===== config.mk =====
export PLATFORM = sky130hd
export DESIGN_NAME = jtag_mem_arb
export DESIGN_NICKNAME = d
export VERILOG_FILES = /design/src/rtl/jtag_arb_pkg.sv /design/src/rtl/jtag_rr_arb2.sv /design/src/rtl/jtag_mem_arb.sv
export SDC_FILE = /design/constraint.sdc
export NUM_CORES = 1
export LEC_CHECK = 0
export BUFFER_PORTS_ARGS = -buffer_cell sky130_fd_sc_hd__clkbuf_2
export CAP_MARGIN = 20
export CORE_AREA = 5 5 192 194
export DETAILED_ROUTE_END_ITERATION = 6
export DIE_AREA = 0 0 197 199
export PLACE_DENSITY_LB_ADDON = 0.08
export SYNTH_ARGS = -nofsm -noshare
export SYNTH_HDL_FRONTEND = slang
export SYNTH_SLANG_ARGS = --single-unit

===== constraint.sdc =====
create_clock -name TCK -period 7 [get_ports TCK]
set_input_delay 0.35 -clock TCK [delete_from_list [all_inputs] [get_ports TCK]]
set_output_delay 0.35 -clock TCK [all_outputs]
set_load 0.005 [all_outputs]

===== src/rtl/jtag_arb_pkg.sv =====
// ---------------------------------------------------------------------------
// jtag_arb_pkg
// Shared definitions for the JTAG / core memory arbiter.
//   arbState_t       : arbiter state encoding (ARB=0, LOCKED=1, FORCE=2)
//   OWNER_J, OWNER_C : encoding of the last_owner bit
//   LOCK_MAX_DEFAULT : default limit on consecutive locked JTAG grants
// ---------------------------------------------------------------------------
package jtag_arb_pkg;

    typedef enum logic [1:0] {
        ST_ARB    = 2'd0,
        ST_LOCKED = 2'd1,
        ST_FORCE  = 2'd2,
        ST_UNUSED = 2'd3
    } arbState_t;

    localparam logic OWNER_J = 1'b0;
    localparam logic OWNER_C = 1'b1;

    localparam int LOCK_MAX_DEFAULT = 8;

endpackage


===== src/rtl/jtag_rr_arb2.sv =====
// ---------------------------------------------------------------------------
// jtag_rr_arb2
// Two-way round-robin grant logic, purely combinational.
//   i_jReq, i_cReq : JTAG / core requests
//   i_lastOwner    : requester granted most recently (OWNER_J / OWNER_C)
//   o_jGnt, o_cGnt : one-hot (or zero) grants
// A lone requester always wins; on a tie the side that is not the last
// owner wins.
// ---------------------------------------------------------------------------
module jtag_rr_arb2
    import jtag_arb_pkg::*;
(
    input  logic i_jReq,
    input  logic i_cReq,
    input  logic i_lastOwner,
    output logic o_jGnt,
    output logic o_cGnt
);

    assign o_jGnt = i_jReq & (~i_cReq | (i_lastOwner == OWNER_C));
    assign o_cGnt = i_cReq & (~i_jReq | (i_lastOwner == OWNER_J));

endmodule


===== src/rtl/jtag_mem_arb.sv =====
// ---------------------------------------------------------------------------
// jtag_mem_arb
// Arbitrates a single memory port between a JTAG master and the core.
//   TCK, RESET            : clock (rising edge), async active-high reset
//   J_* / C_*             : request side for JTAG and core (REQ, WE, ADDR,
//                           WDATA in; GNT, RVALID, RDATA out); JTAG also has
//                           J_LOCK to hold the memory for a burst
//   EN, WREN, ADDR, TO_MEM: registered memory command, one cycle after grant
//   FROM_MEM              : memory read data, valid one cycle after EN
//   DBG                   : {state[1:0], last_owner, lock_cnt[2:0]}
// JTAG may lock the memory for up to LOCK_MAX grants; when the limit is hit
// while the core is waiting, the core gets exactly one forced grant.
// ---------------------------------------------------------------------------
module jtag_mem_arb
    import jtag_arb_pkg::*;
#(
    parameter int ADDR_W   = 32,
    parameter int DATA_W   = 64,
    parameter int LOCK_MAX = LOCK_MAX_DEFAULT
) (
    input  logic              TCK,
    input  logic              RESET,
    input  logic              J_REQ,
    input  logic              J_WE,
    input  logic              J_LOCK,
    input  logic [ADDR_W-1:0] J_ADDR,
    input  logic [DATA_W-1:0] J_WDATA,
    output logic              J_GNT,
    output logic              J_RVALID,
    output logic [DATA_W-1:0] J_RDATA,
    input  logic              C_REQ,
    input  logic              C_WE,
    input  logic [ADDR_W-1:0] C_ADDR,
    input  logic [DATA_W-1:0] C_WDATA,
    output logic              C_GNT,
    output logic              C_RVALID,
    output logic [DATA_W-1:0] C_RDATA,
    output logic              EN,
    output logic              WREN,
    output logic [ADDR_W-1:0] ADDR,
    output logic [DATA_W-1:0] TO_MEM,
    input  logic [DATA_W-1:0] FROM_MEM,
    output logic [5:0]        DBG
);

    localparam logic [7:0] LOCK_MAX_V = 8'(LOCK_MAX);

    arbState_t         r_state;
    logic              r_lastOwner;
    logic [7:0]        r_lockCnt;
    logic [5:0]        r_dbg;
    logic              r_en;
    logic              r_wren;
    logic [ADDR_W-1:0] r_addr;
    logic [DATA_W-1:0] r_toMem;
    logic              r_rdPend;
    logic              r_rdOwner;
    logic              r_jRvalid;
    logic              r_cRvalid;

    logic              w_rrJ;
    logic              w_rrC;
    logic              w_jGnt;
    logic              w_cGnt;
    logic [7:0]        w_cntInc;
    arbState_t         w_stateNxt;
    logic              w_ownerNxt;
    logic [7:0]        w_cntNxt;

    jtag_rr_arb2 u_rr (
        .i_jReq      (J_REQ),
        .i_cReq      (C_REQ),
        .i_lastOwner (r_lastOwner),
        .o_jGnt      (w_rrJ),
        .o_cGnt      (w_rrC)
    );

    // Grants are combinational; only ARB uses the round-robin result.
    // Held at 0 while RESET is asserted so every output reads 0 in reset.
    always_comb begin
        w_jGnt = 1'b0;
        w_cGnt = 1'b0;
        case (r_state)
            ST_ARB: begin
                w_jGnt = w_rrJ;
                w_cGnt = w_rrC;
            end
            ST_LOCKED: w_jGnt = J_REQ;
            ST_FORCE:  w_cGnt = C_REQ;
            default: ;
        endcase
        if (RESET) begin
            w_jGnt = 1'b0;
            w_cGnt = 1'b0;
        end
    end

    assign w_cntInc = (r_lockCnt < LOCK_MAX_V) ? 8'(r_lockCnt + 8'd1) : r_lockCnt;

    // Next-state logic. The FORCE decision looks at the count after this
    // cycle's grant, so the grant that reaches LOCK_MAX is the last JTAG one
    // before the core gets its turn. A dropped J_LOCK takes priority.
    always_comb begin
        w_stateNxt = r_state;
        w_cntNxt   = r_lockCnt;
        w_ownerNxt = r_lastOwner;
        if (w_jGnt) begin
            w_ownerNxt = OWNER_J;
        end else if (w_cGnt) begin
            w_ownerNxt = OWNER_C;
        end
        case (r_state)
            ST_ARB: begin
                if (w_jGnt && J_LOCK) begin
                    w_stateNxt = ST_LOCKED;
                    w_cntNxt   = 8'd1;
                end
            end
            ST_LOCKED: begin
                if (w_jGnt) begin
                    w_cntNxt = w_cntInc;
                end
                if (!J_LOCK) begin
                    w_stateNxt = ST_ARB;
                end else if (C_REQ && (w_cntNxt == LOCK_MAX_V)) begin
                    w_stateNxt = ST_FORCE;
                end
            end
            ST_FORCE: begin
                if (C_REQ) begin
                    w_cntNxt   = 8'd0;
                    w_stateNxt = J_LOCK ? ST_LOCKED : ST_ARB;
                end else begin
                    w_stateNxt = ST_LOCKED;
                end
            end
            default: w_stateNxt = ST_ARB;
        endcase
    end

    // Arbiter state. DBG is registered from the next-state values so it
    // mirrors the live state, yet reads 0 while reset holds last_owner at C.
    always_ff @(posedge TCK or posedge RESET) begin
        if (RESET) begin
            r_state     <= ST_ARB;
            r_lastOwner <= OWNER_C;
            r_lockCnt   <= 8'd0;
            r_dbg       <= 6'd0;
        end else begin
            r_state     <= w_stateNxt;
            r_lastOwner <= w_ownerNxt;
            r_lockCnt   <= w_cntNxt;
            r_dbg       <= {w_stateNxt, w_ownerNxt, w_cntNxt[2:0]};
        end
    end

    // Memory command stage plus the read-return stage. ADDR/TO_MEM hold
    // when there is no grant; r_rdPend/r_rdOwner track the read whose data
    // appears on FROM_MEM one cycle later.
    always_ff @(posedge TCK or posedge RESET) begin
        if (RESET) begin
            r_en      <= 1'b0;
            r_wren    <= 1'b0;
            r_addr    <= '0;
            r_toMem   <= '0;
            r_rdPend  <= 1'b0;
            r_rdOwner <= OWNER_J;
            r_jRvalid <= 1'b0;
            r_cRvalid <= 1'b0;
        end else begin
            r_en      <= w_jGnt | w_cGnt;
            r_wren    <= (w_jGnt & J_WE) | (w_cGnt & C_WE);
            if (w_jGnt) begin
                r_addr  <= J_ADDR;
                r_toMem <= J_WDATA;
            end else if (w_cGnt) begin
                r_addr  <= C_ADDR;
                r_toMem <= C_WDATA;
            end
            r_rdPend  <= (w_jGnt & ~J_WE) | (w_cGnt & ~C_WE);
            r_rdOwner <= w_cGnt ? OWNER_C : OWNER_J;
            r_jRvalid <= r_rdPend & (r_rdOwner == OWNER_J);
            r_cRvalid <= r_rdPend & (r_rdOwner == OWNER_C);
        end
    end

    assign J_GNT    = w_jGnt;
    assign C_GNT    = w_cGnt;
    assign EN       = r_en;
    assign WREN     = r_wren;
    assign ADDR     = r_addr;
    assign TO_MEM   = r_toMem;
    assign J_RVALID = r_jRvalid;
    assign C_RVALID = r_cRvalid;
    assign J_RDATA  = r_jRvalid ? FROM_MEM : '0;
    assign C_RDATA  = r_cRvalid ? FROM_MEM : '0;
    assign DBG      = r_dbg;

endmodule


### Yosys cells after proc, flatten, opt, wreduce, memory -nomap -nowiden

Index checks and enable logic that the tools add are counted.

| operators by class | value |
|---|---|
| add/subtract/negate cells | 1 |
| $lt $le $gt $ge | 1 |
| eq/ne operators | 5 |
| muxes and demuxes | 25 |
| bitwise operators | 19 |
| reductions and logical operators | 6 |

Operator list:

| operator | number |
|---|---|
| 64-bit 2-to-1 mux | 4 |
| 32-bit 2-to-1 mux | 2 |
| 8-bit 2-to-1 mux | 5 |
| 8-bit one-hot mux with 3 select lines | 1 |
| 8-bit by 1-bit adder with 8-bit output, second input constant | 1 |
| 1-bit bitwise AND | 8 |
| 8-bit by 4-bit equality test with 1-bit output, second input constant | 1 |
| 8-bit by 4-bit less-than comparator with 1-bit output, second input constant | 1 |
| 1-bit 2-to-1 mux | 7 |
| 2-bit 2-to-1 mux | 3 |
| 1-bit NOT | 6 |
| 2-bit one-hot mux with 3 select lines | 1 |
| 1-bit bitwise OR | 5 |
| 2-bit inequality test, second input constant | 2 |
| 1-bit one-hot mux with 2 select lines | 2 |
| 3-bit AND reduction | 1 |
| 3-bit nonzero test | 1 |
| 2-bit by 1-bit equality test with 1-bit output, second input constant | 1 |
| 2-bit equality test, second input constant | 1 |
| 1-bit logical AND | 2 |
| 2-bit zero test | 1 |
| 2-bit nonzero test | 1 |

| storage, ports and cells | value |
|---|---|
| bits in registers | 119 |
| input bits | 263 |

### Longest topological paths before layout

| logic depth | value |
|---|---|
| word-level depth | 12 |
| depth in mapped cells | 11 |
| mapped depth without buffers | 8 |

### Modules after synthesis

A second synthesis with hierarchy kept.

| second synthesis, totals | value |
|---|---|
| cell total of the unflattened synthesis | 652 |
| area total of the unflattened synthesis | 6172.2 µm² |

By module, submodules not included:

| module | times used | cells each | area each (µm²) | seq. area each (µm²) |
|---|---|---|---|---|
| jtag_mem_arb | 1 | 649 | 6153.4 | 2854.0 |
| jtag_rr_arb2 | 1 | 3 | 18.8 | 0.0 |

### Worst setup path before layout

OpenSTA, ideal clock, no wires.

| path | value |
|---|---|
| path kind | register to register |
| start point | register DBG[4] (netlist name) |
| end point | register r_lockCnt[4] |
| library setup time | 0.119 ns |
| data arrival time | 1.912 ns |
| required time | 6.881 ns |
| path slack | 4.969 ns |
| stages on the path, launching flop included | 11 |
| cell sequence | dfrtp_1 inv_1 ha_1 buf_2 nor2_1 or3_1 buf_6 clkinv_4 nand2_4 a211o_1 and2_1 |

RTL lines:

| what | RTL line | text |
|---|---|---|
| end signal: assignment | jtag_mem_arb.sv:152 | `r_lockCnt <= w_cntNxt;` |
| end: declaration | jtag_mem_arb.sv:50 | `logic [7:0] r_lockCnt;` |

==> qor.csv <==
metric;value;unit
result of the run;finished, final reports clean;
post-detailed-route count of antenna-violating nets;0;
top cells by instance count after synthesis;nand2_1, and2_1, dfrtp_1;
combined global-route utilization of all metal layers;0.145;
share of the core filled with cells in the final layout;0.273;
number of buffers created by CTS;17;
total wire length after detailed routing;30.0;mm
number of flip-flops and latches in the synthesized netlist;114;
Clock Root Buffer;clkbuf_16;
die height;199;microns
via count of the first global-routing pass;7174;
sequential-to-total area share from yosys stat;0.468;
Worst Path Required;6650;ps
Die Width;197;microns
kind of critical path;register to output port;
Int Pwr;2.05;mW
Synthesis Warnings;0;
starting density of the core;0.174;
relative area change from synthesis to final layout;56.6;%
Achievable Freq;294;MHz
time the worst path needs with I/O delays and setup;3400;ps
first-iteration detailed-routing DRC count;210;
reg2reg path depth;8;
layout filler cell count;3944;
Gate Count Post-Synth;754;
fraction of registers with async set or reset after synthesis;1.00;
clock group share of total power;0.277;
HP Class;input pin to async pin;
Final Instance Count excl. Fillers;1693;
combinational fraction of design power;0.366;
total placed instance area;8950;sq um
Layout Nets;1485;
area share of the largest cell type after synthesis;0.463;
period utilization;0.486;
P per Cell Area;339;nW/um^2
Remaining Overflow, GRT;0;
delay of the slowest cell on the worst path;710;ps
fraction of power spent switching nets;0.366;
setup slack of the most critical reg-to-reg path;3760;ps
library cell with the largest summed area after synthesis;dfrtp_1;
final std cell area, no fill;9560;sq um
number of placement rows;69;
setup tns final;0;ps
switching power summed over all nets;1.18;mW
gp weighted congestion;0.762;
number of gates resized after cts;0;
H-tree depth;4;
synthesized netlist net count;1022;
Critical Path Fanout Max;76;
standby leakage power;5.17;nW
Vias/cell;4.10;
routed wirelength normalized by instance count;17.7;microns
Placed Cells;1659;
Post-Synthesis Mean Instance Area;8.10;sq um
RSZ-0062 raised after global routing;no;
sum of buffers and inverters on the critical path;4;
buffers inserted during post-CTS setup optimization;0;
prevailing post-synth register cell;dfrtp_1;
wire length of the first global-routing pass;43.7;mm
number of max-slew violations in the final report;0;
Cell Area, Synth;6100;sq um
cell count along the critical path;7;
critical path capture point type;output port;
total number of vias;6944;
half-perimeter wire length after detailed placement;23.3;mm
Final Hold Viols;0;
number of endpoints failing setup at the final stage;0;
count of flip-flops with a built-in enable after synthesis;0;
number of remaining DRC errors;0;
critical path's slowest cell;or3_4;
data arrival time of the critical path;3050;ps
Worst Max-Slew Pin Slew;971;ps
later-pin clock latency in the skew report;420;ps
reg-to-reg critical path endpoint;TO_MEM[54]$_DFFE_PP0P_;
I/O Pins;499;
count of buffers from port buffering;498;
Clock transition at path regs;60;ps
sequential group share of total power;0.357;
area of the die;39200;sq um
peak supply drop;0.145;mV
largest buffer count on any clock path;2;
kind of launch point of the worst setup path;register;
number of buffers inserted for hold repair after clock tree synthesis;0;
standard cell core area;35100;sq um
Reg2Reg Launch Point;DBG[4]$_DFF_PP0_;
maxcap violations;0;
fraction of layout instances using a drive strength above 1;0.445;
number of detailed-route iterations in the first pass;4;
largest net degree at the start of global routing;85;
Netlist cell types;44;
cell family with the largest share of critical-path delay;simple AND/OR/NAND/NOR gates;
largest cells by area after synthesis;dfrtp_1, and2_1, nand2_1, a31oi_1, nor2_1;
# clock sinks;114;
clock tree from TritonCTS;built;
critical path cell sequence;inv_1 > ha_1 > nor3b_2 > or3_4 > buf_4 > clkinv_4 > clkbuf_2;
most frequent cell after synthesis;nand2_1;
relative slew slack;0.353;
largest clock skew in the final design;7.46;ps
number of antenna violations at the first check in global routing;4;
==> worst max path at each step <==
stage | start | endpoint
finish | DBG[5]$_DFF_PP0_ | J_GNT
global route | DBG[5]$_DFF_PP0_ | J_GNT
CTS | DBG[5]$_DFF_PP0_ | J_GNT
detailed placement | DBG[4]$_DFF_PP0_ | TO_MEM[43]$_DFFE_PP0P_
global placement | DBG[4]$_DFF_PP0_ | TO_MEM[48]$_DFFE_PP0P_
floorplan | RESET | ADDR[0]$_DFFE_PP0P_
==> area by class of cell <==
type,instances,area [sq um],area share
sequential,114,2850,0.299
tap,461,577,0.0603
multi-input combinational,572,2940,0.308
timing repair buffer,505,2540,0.266
inverter,7,35.0,0.00367
antenna,2,5.00,0.000524
clock inverter,11,128,0.0134
clock buffer,21,470,0.0492
==> power groups by stage <==
stage | registers [mW] | clock network [mW] | logic [mW]
floorplan | 1.16 | 0 | 0.564
detailed placement | 1.16 | 0 | 1.23
global placement | 1.17 | 0 | 1.24
global route | 1.20 | 0.952 | 1.34
CTS | 1.16 | 0.925 | 1.23
finish | 1.16 | 0.898 | 1.19
==> placed cells by master, fill, tap and decap left out, types with 4 or more instances in the layout <==
| cell | netlist | layout |
|---|---|---|
| clkbuf_16 | 0 | 17 |
| and2_1 | 134 | 134 |
| buf_4 | 3 | 7 |
| a21oi_1 | 4 | 4 |
| nand2_1 | 196 | 196 |
| dfrtp_1 | 113 | 113 |
| a31oi_1 | 97 | 97 |
| clkbuf_2 | 0 | 498 |
| nor2_1 | 97 | 97 |
| ha_1 | 5 | 5 |
==> metal layers <==
layer,track usage,routed length [microns],share of wire
met2,0.275,16300,0.54
met5,0,34,0.0011
met1,0.152,10900,0.36
met4,0.0419,506,0.017
met3,0.0488,2350,0.078
==> state kept, by name, indices dropped and copies added, names as in the netlist, 3 cells and up, named ones only <==
register   flops
DBG            3
TO_MEM        64
r_lockCnt      5
ADDR          32
==> stage by stage <==
stage / hold WS, ps / setup WS (ps) / power, mW
floorplan: 395 / 3640 / 1.73
global placement: 405 / 3750 / 2.40
detailed placement: 412 / 3710 / 2.39
CTS: 81.0 / 3560 / 3.32
global route: 109 / 3320 / 3.49
finish: 47.9 / 3600 / 3.24
==> logic make-up after synthesis <==
logic type	Yosys count	share of synthesized area
and+or+nand+nor	443	0.337
AOI/OAI and AO/OA	121	0.129
DFF	114	0.468
buffers and inverters	68	0.0514
adders and majority gates	5	0.0102
xor gates and xnor gates	2	0.00287
muxes	1	0.00164
No activity file was read; power rests on OpenSTA's default activity.
